**src/rtl/rt_mem_pkg.sv**
```systemverilog
// Shared RT-domain memory definitions: ROM arbiter state encoding and the
// ROM burst/timeout constants also used by the I-cache line-fill engine.
package rt_mem_pkg;

    localparam int unsigned RT_ROM_BURST_LEN = 8;
    localparam int unsigned RT_ROM_TIMEOUT   = 100;

    typedef enum logic [1:0] {
        StIdle,
        StGrantM0,
        StGrantM1,
        StAbort
    } rom_arb_state_t;

endpackage

```
**src/rtl/rt_rom_arb_timeout.sv**
```systemverilog
// Stall watchdog for the ROM arbiter: counts granted cycles without rom_ready,
// flags expiry, and keeps the saturating count of aborted grants.
module rt_rom_arb_timeout
    import rt_mem_pkg::*;
#(
    parameter int unsigned TIMEOUT = RT_ROM_TIMEOUT
) (
    input  logic        clk_rt_50mhz,
    input  logic        rst_n,
    input  logic        granted_i,
    input  logic        rom_ready_i,
    input  logic        abort_i,
    output logic        expired_o,
    output logic [15:0] timeout_count_o
);

    localparam int unsigned WaitW = $clog2(TIMEOUT + 1);

    logic [WaitW-1:0] wait_cnt_q, wait_cnt_d;
    logic [15:0]      tcount_q, tcount_d;

    always_comb begin
        wait_cnt_d = '0;
        if (granted_i && !rom_ready_i) begin
            wait_cnt_d = wait_cnt_q + WaitW'(1);
        end
        tcount_d = tcount_q;
        if (abort_i && (tcount_q != 16'hFFFF)) begin
            tcount_d = tcount_q + 16'd1;
        end
    end

    // Expiry fires in the cycle that would make wait_cnt reach TIMEOUT, so the
    // abort cycle itself is the TIMEOUT-th cycle after the last progress.
    assign expired_o       = granted_i && !rom_ready_i && (wait_cnt_q == WaitW'(TIMEOUT - 1));
    assign timeout_count_o = tcount_q;

    always_ff @(posedge clk_rt_50mhz or negedge rst_n) begin
        if (!rst_n) begin
            wait_cnt_q <= '0;
            tcount_q   <= '0;
        end else begin
            wait_cnt_q <= wait_cnt_d;
            tcount_q   <= tcount_d;
        end
    end

endmodule

```
**src/rtl/rt_rom_arbiter.sv**
```systemverilog
// Two-master ROM port arbiter: m0 (I-cache fill) has priority, m1 (boot/debug)
// is guaranteed a burst after MAX_M0_BURSTS contested m0 bursts.
module rt_rom_arbiter
    import rt_mem_pkg::*;
#(
    parameter int unsigned BURST_LEN     = RT_ROM_BURST_LEN,
    parameter int unsigned MAX_M0_BURSTS = 4,
    parameter int unsigned TIMEOUT       = RT_ROM_TIMEOUT
) (
    input  logic        clk_rt_50mhz,
    input  logic        rst_n,
    input  logic        m0_req,
    input  logic        m1_req,
    input  logic [15:0] m0_addr,
    input  logic [15:0] m1_addr,
    output logic [15:0] m0_data,
    output logic [15:0] m1_data,
    output logic        m0_ready,
    output logic        m1_ready,
    output logic        m0_err,
    output logic        m1_err,
    output logic        rom_req,
    output logic [15:0] rom_addr,
    input  logic [15:0] rom_data,
    input  logic        rom_ready,
    output logic [1:0]  grant,
    output logic [15:0] timeout_count
);

    localparam int unsigned WordW   = $clog2(BURST_LEN + 1);
    localparam int unsigned StarveW = $clog2(MAX_M0_BURSTS + 1);

    rom_arb_state_t     state_q, state_d;
    logic               owner_q, owner_d;  // 1: last grant was m1
    logic [WordW-1:0]   word_cnt_q, word_cnt_d;
    logic               low_q, low_d;
    logic [StarveW-1:0] starve_cnt_q, starve_cnt_d;

    logic        granted, expired, cur_req, word_done, req_gone, leave, starved;
    logic [15:0] cur_addr;

    assign granted   = (state_q == StGrantM0) || (state_q == StGrantM1);
    assign cur_req   = (state_q == StGrantM1) ? m1_req  : m0_req;
    assign cur_addr  = (state_q == StGrantM1) ? m1_addr : m0_addr;
    assign word_done = granted && rom_ready && (word_cnt_q == WordW'(BURST_LEN - 1));
    assign req_gone  = granted && !cur_req && low_q;
    assign leave     = word_done || req_gone || expired;
    assign starved   = (starve_cnt_q == StarveW'(MAX_M0_BURSTS));

    assign m0_data = rom_data;
    assign m1_data = rom_data;

    rt_rom_arb_timeout #(
        .TIMEOUT(TIMEOUT)
    ) u_timeout (
        .clk_rt_50mhz   (clk_rt_50mhz),
        .rst_n          (rst_n),
        .granted_i      (granted),
        .rom_ready_i    (rom_ready),
        .abort_i        (state_q == StAbort),
        .expired_o      (expired),
        .timeout_count_o(timeout_count)
    );

    always_comb begin
        state_d      = state_q;
        owner_d      = owner_q;
        word_cnt_d   = word_cnt_q;
        low_d        = low_q;
        starve_cnt_d = starve_cnt_q;
        rom_req      = 1'b0;
        rom_addr     = '0;
        m0_ready     = 1'b0;
        m1_ready     = 1'b0;
        m0_err       = 1'b0;
        m1_err       = 1'b0;
        grant        = 2'b00;
        unique case (state_q)
            StIdle: begin
                word_cnt_d = '0;
                low_d      = 1'b0;
                if (!m1_req) begin
                    starve_cnt_d = '0;
                end
                if (m1_req && (!m0_req || starved)) begin
                    state_d      = StGrantM1;
                    owner_d      = 1'b1;
                    starve_cnt_d = '0;
                end else if (m0_req) begin
                    state_d = StGrantM0;
                    owner_d = 1'b0;
                end
            end
            StGrantM0, StGrantM1: begin
                grant    = (state_q == StGrantM1) ? 2'b10 : 2'b01;
                rom_req  = cur_req;
                rom_addr = cur_addr;
                if (state_q == StGrantM1) begin
                    m1_ready = rom_ready;
                end else begin
                    m0_ready = rom_ready;
                end
                if (rom_ready) begin
                    word_cnt_d = word_cnt_q + WordW'(1);
                end
                low_d = !cur_req;
                // A completed word outranks a simultaneous timeout.
                if (word_done || req_gone) begin
                    state_d = StIdle;
                end else if (expired) begin
                    state_d = StAbort;
                end
                if (leave && (state_q == StGrantM0) && m1_req && !starved) begin
                    starve_cnt_d = starve_cnt_q + StarveW'(1);
                end
            end
            StAbort: begin
                m0_err  = !owner_q;
                m1_err  = owner_q;
                state_d = StIdle;
            end
            default: state_d = StIdle;
        endcase
    end

    always_ff @(posedge clk_rt_50mhz or negedge rst_n) begin
        if (!rst_n) begin
            state_q      <= StIdle;
            owner_q      <= 1'b0;
            word_cnt_q   <= '0;
            low_q        <= 1'b0;
            starve_cnt_q <= '0;
        end else begin
            state_q      <= state_d;
            owner_q      <= owner_d;
            word_cnt_q   <= word_cnt_d;
            low_q        <= low_d;
            starve_cnt_q <= starve_cnt_d;
        end
    end

endmodule

```
**config.mk**
```make
export PLATFORM = sky130hd
export DESIGN_NAME = rt_rom_arbiter
export DESIGN_NICKNAME = d
export VERILOG_FILES = /design/src/rtl/rt_mem_pkg.sv /design/src/rtl/rt_rom_arb_timeout.sv /design/src/rtl/rt_rom_arbiter.sv
export SDC_FILE = /design/constraint.sdc
export NUM_CORES = 1
export LEC_CHECK = 0
export ABC_AREA = 1
export BUFFER_PORTS_ARGS = -buffer_cell sky130_fd_sc_hd__buf_2
export CAP_MARGIN = 20
export CORE_MARGIN = 5
export CORE_UTILIZATION = 52
export CTS_BUF_LIST = sky130_fd_sc_hd__clkbuf_8
export DETAILED_ROUTE_END_ITERATION = 16
export GPL_TIMING_DRIVEN = 0
export PLACE_DENSITY = 0.95
export SLEW_MARGIN = 20
export SYNTH_ARGS = -nofsm -noshare
export SYNTH_HDL_FRONTEND = slang
export SYNTH_SLANG_ARGS = --single-unit
```
**constraint.sdc**
```tcl
create_clock -name clk_rt_50mhz -period 4.95 [get_ports clk_rt_50mhz]
set_input_delay 1.2375 -clock clk_rt_50mhz [delete_from_list [all_inputs] [get_ports clk_rt_50mhz]]
set_output_delay 1.2375 -clock clk_rt_50mhz [all_outputs]
set_load 0.005 [all_outputs]
```
* Word level (Yosys, flattened, before mapping)
Index checks and enable logic that the tools add are counted.
** Cells by class
- Add/subtract/negate cells :: 4
- Equality and inequality tests :: 12
- Mux-type cells :: 27
- Reductions and logical operators :: 28
** Operators with widths (count)
- two-way mux 16 bit :: 2
- adder 16 x 1 -> 16 bit, second input constant :: 1
- inequality test 16 bit, second input constant :: 1
- two-way mux 2 bit :: 6
- logical AND 1 bit :: 11
- two-way mux 1 bit :: 10
- two-way mux 3 bit :: 3
- inequality test 3 bit, second input constant :: 3
- one-hot mux 4 bit (2 select lines) :: 1
- adder 7 x 1 -> 7 bit, second input constant :: 1
- equality test 7 bit, second input constant :: 1
- two-way mux 7 bit :: 1
- one-hot mux 2 bit (3 select lines) :: 1
- one-hot mux 3 bit (2 select lines) :: 1
- AND reduction 2 bit :: 3
- zero test 1 bit :: 5
- adder 4 x 1 -> 4 bit, second input constant :: 1
- equality test 2 bit, second input constant :: 2
- equality test 4 x 3 -> 1 bit, second input constant :: 1
- logical OR 1 bit :: 4
- two-way mux 4 bit :: 1
- inequality test 2 bit, second input constant :: 2
- nonzero test 2 bit :: 2
- adder 3 x 1 -> 3 bit, second input constant :: 1
- other kinds (6) :: 6
** Word-level totals
- Register bits :: 34
- Input port bits :: 53
- Output and inout port bits :: 71
- Logic and storage cells :: 78

* Depth between registers and ports, before layout
- Word-level depth :: 12
- Depth in mapped cells :: 10
- Depth with buffers taken out :: 9

* Modules after synthesis
From an unflattened synthesis, not the netlist that was laid out.
** Second synthesis, totals
- Cell total of the unflattened synthesis :: 375
- Area total of the unflattened synthesis :: 2618.8 µm²
** By module, submodules not included
- rt_rom_arb_timeout :: instances 1, cells an instance 186, area an instance 1361.3 µm², seq. area each 575.6 µm²
- rt_rom_arbiter :: instances 1, cells an instance 189, area an instance 1257.5 µm², seq. area each 275.3 µm²

* Least setup slack after synthesis
OpenSTA, ideal clock, no wires.
- Path type :: in2out
- From :: input port m1_req
- To :: output port rom_req
- Data arrival time :: 1538 ps
- Data required time :: 3713 ps
- Path slack :: 2174 ps
- Cell stages on the path :: 3
- Path buffers :: 0
- Cell sequence :: nand2_1 > and2_1 > nor2_1
** On the way
- Longest elaborated chain between the ends :: 2
** Ends and longest elaborated chain
- start, declared :: line rt_rom_arbiter.sv:13 : input logic m1_req,
- two-way mux 1 bit :: line rt_rom_arbiter.sv:43 : assign cur_req = (state_q == StGrantM1) ? m1_req : m0_req;
- two-way mux 1 bit :: line rt_rom_arbiter.sv:78 : unique case (state_q)
- end, declared :: line rt_rom_arbiter.sv:22 : output logic rom_req,
No other way between the ends.

* Worst setup path after layout
- From :: register state_q[0]
- To :: output port rom_addr[14]
** On the way
- Longest elaborated chain between the ends :: 3
- Elaborated cells on any way between the ends :: 5
- Those cells by class :: eq/ne (2); mux (2); reduce/logical (1)
** Ends and longest elaborated chain
- start, declared :: line rt_rom_arbiter.sv:33 : rom_arb_state_t state_q, state_d;
- start signal, assigned :: line rt_rom_arbiter.sv:128 : state_q <= StIdle;
- start signal, assigned :: line rt_rom_arbiter.sv:134 : state_q <= state_d;
- equality test 2 bit / equality test 2 x 1 -> 1 bit (equally long branches) :: line rt_rom_arbiter.sv:44, rt_rom_arbiter.sv:78
- two-way mux 16 bit / OR reduction 2 bit (equally long branches) :: line rt_rom_arbiter.sv:44, rt_rom_arbiter.sv:78
- two-way mux 16 bit (*) :: line rt_rom_arbiter.sv:78
- end, declared :: line rt_rom_arbiter.sv:23 : output logic [15:0] rom_addr,
Mark *: on every way between the ends. The rest lies on a longest branch, timed or not.

==> out/results.ini <==
[power]
finalPower_mw = 1.30
powerDensity_nw_per_um2 = 402
p_comb_share_pct = 52.8
p_leak_nw = 1.87
sw_frac_of_total_pct = 44.6
p_seq_share_pct = 30.5
p_sw_mw = 0.582
internal_power_mw = 0.723
clkPwrFrac_pct = 16.6
ir_drop_v = 0.000374

[sta]
max_freq_mhz = 305
period_share_pct = 66.3
drv_slew = 0
period_minus_slack_ps = 3280
finalHoldViolCount = 0
worst_slew_pin_slew_ps = 744
rsz0062_at_grt = no
setup_tns_ps = 0
max_slew_margin_pct = 50.4
hold_slack_ps = 473
finClkSkew_ps = 3.63
setup_viol = 0

[clock_tree]
holdBufCountCts = 0
clock_sinks = 34
cts.htree.levels = 2
postCtsSetupBuffers = 0
cts_resized = 0
clk_pin_slew_ps = 70
cts-root-buf = clkbuf_8
clk_latency_ps = 290
clockBufferDepth = 2
cts_tree = done
cts_made_buffers = 5

[synth]
synth.most_common_cell = nand2_1
synth_top_cell_by_area = dfrtp_1
synth_warnings = 0
syn_nets = 433
synth_top_area_share_pct = 33.7
syn_avg_cell_area_um2 = 6.85
synthDistinctLibCells = 28
synth-edff-count = 0
netlist_top_cells_count = nand2_1, nor2_1, dfrtp_1
syn_area_um2 = 2530
synthFlopType = dfrtp_1
synth_area_leaders = dfrtp_1, nand2_1, buf_4
synth_seq_cells = 34
synth_cells = 369
yosysSeqAreaShare_pct = 33.7
async_flop_share_pct = 100

[layout]
postLayoutCellArea_um2 = 3240
area_delta_synth_final_pct = 28.3
ff_latch_area_um2 = 851
fin_nets = 547
drive_gt1_share_pct = 32.4
fillers = 372
antenna_cells = 0
multiInputGateArea_um2 = 1270

[global_route]
grt_pass1_wl_um = 10600
groute.usage.overall_pct = 20.7
grt_overflow = 0
antenna_found_initial = 0
grt_pass1_vias = 2556
grt_max_degree = 35

[flow_run]
drv_cap = 0

[placed_design]
dp_hpwl_um = 5110
port_buffers = 107
place_area_um2 = 3150
globalplace.congestion = 0.862

[floorplanning]
die_x_um = 79.7
start_util_pct = 53.5
io_pins = 124
dieArea_um2 = 6350
placementRows = 25
core_area_um2 = 4720
die_h_um = 79.7

[detailed_routing]
drt_drc_violations_left = 0
drtIter0Drc = 139
drt_first_pass_iters = 4
viasPerCell = 4.91
via_count = 2706
antenna_left = 0
wl_per_cell_um = 11.6
wl_um = 6410

[critical_path]
worstPathMaxFanout = 10
cp.required_ps = 3710
crit_path_end_kind = output port
cp-start-kind = flip-flop
critPathKind = flip-flop to output port
crit_arrival_ps = 2050

[hold_path]
holdCritPathClass = flip-flop to flip-flop

[status]
status = finished, final reports clean

## layout by cell type, fill, tap and decap left out
master | Yosys | layout
nand2_1 | 112 | 112
buf_2 | 1 | 108
nor2_1 | 60 | 60
dfrtp_1 | 34 | 34
buf_4 | 32 | 32
inv_1 | 30 | 30
o21ai_0 | 28 | 28
nand3_1 | 16 | 16
ha_1 | 11 | 11
a21oi_1 | 6 | 6
xnor2_1 | 6 | 6
clkbuf_8 | 0 | 6
nor3_1 | 5 | 5
nand4_1 | 5 | 5
clkbuf_1 | 4 | 4
nand3_2 | 2 | 2
buf_6 | 2 | 2
o31ai_1 | 2 | 2
nand3b_1 | 2 | 2
xor2_1 | 2 | 2
and3_1 | 1 | 1
inv_2 | 1 | 1
and2_1 | 1 | 1
nor3_4 | 1 | 1
nand2_2 | 1 | 1
nand2_4 | 1 | 1
inv_4 | 1 | 1
o221ai_1 | 1 | 1
a31oi_1 | 1 | 1
clkinv_2 | 0 | 1
clkinvlp_4 | 0 | 1
## critical path, cell delays in order (launching register included)
cell and delay [ps]:
dfrtp_1 470, inv_1 90, ha_1 210, buf_2 170, inv_2 150, clkbuf_1 350
nor2_1 90, nor2_1 110, buf_2 120
## per-layer routing
| layer | global-route usage [%] | up-vias | part of all wire [%] |
|---|---|---|---|
| met5 | 0 | - | 0 |
| met4 | 6.87 | 0 | 1.7 |
| met3 | 5.64 | 10 | 9.2 |
| met2 | 37.2 | 131 | 50 |
| met1 | 23.4 | 1208 | 40 |
| li1 | - | 1357 | - |
## power by group through the flow
stage	Sequential [mW]	Clock, mW	Combinational (mW)
2_1_floorplan	0.387	0	0.447
3_3_place_gp	0.397	0	0.666
3_5_place_dp	0.403	0	0.689
4_1_cts	0.398	0.226	0.694
5_1_grt	0.409	0.239	0.790
6_report	0.398	0.217	0.689
## path summary, 6_finish.rpt
path                                    startpoint                            end  slack, ps  depth (start not counted)
setup / recovery                        state_q[0]                   rom_addr[14]       1670                          8
hold / removal             u_timeout.wait_cnt_q[0]        u_timeout.wait_cnt_q[0]        470                          1
setup reg to reg                        state_q[0]                starve_cnt_q[2]       3030                          9
hold reg to reg            u_timeout.wait_cnt_q[0]        u_timeout.wait_cnt_q[0]        470                          1
max in group asynchronous                    rst_n  u_timeout.timeout_count_o[12]       3470                          1
min in group asynchronous                    rst_n   u_timeout.timeout_count_o[3]       1010                          1
## final cells by class
class,instances,area share [%]
flip-flops and latches,34,26.2
repair buffers,107,16.5
clock buffers,6,2.55
multi-input cells,264,39.2
clock inverters,2,0.386
inverters,32,3.78
plain buffers,39,8.72
well taps,67,2.59
## state kept, by name, indices dropped and copies added (netlist names)
| register | count |
|---|---|
| state_q | 2 |
| low_q | 1 |
| owner_q | 1 |
| starve_cnt_q | 3 |
| word_cnt_q | 4 |
| u_timeout.timeout_count_o | 16 |
| u_timeout.wait_cnt_q | 7 |
## metrics by stage
| step | worst slack, ps | util, % | cells |
|---|---|---|---|
| global placement | 1860 | 66.6 | 543 |
| CTS | 1640 | 68.6 | 551 |
| finish | 1670 | 68.6 | 551 |
| global route | 1480 | 68.6 | 551 |
| floorplan | 2170 | - | 369 |
| detailed placement | 1830 | 66.6 | 543 |
## cells by family after synthesis
logic type	synth area share, %
AOI/OAI and AO/OA	7.92
xor gates and xnor gates	2.77
adders and majority gates	5.45
buffers and inverters	16.0
DFF	33.7
and+or+nand+nor	34.2
(Power assumes the default switching activity.)
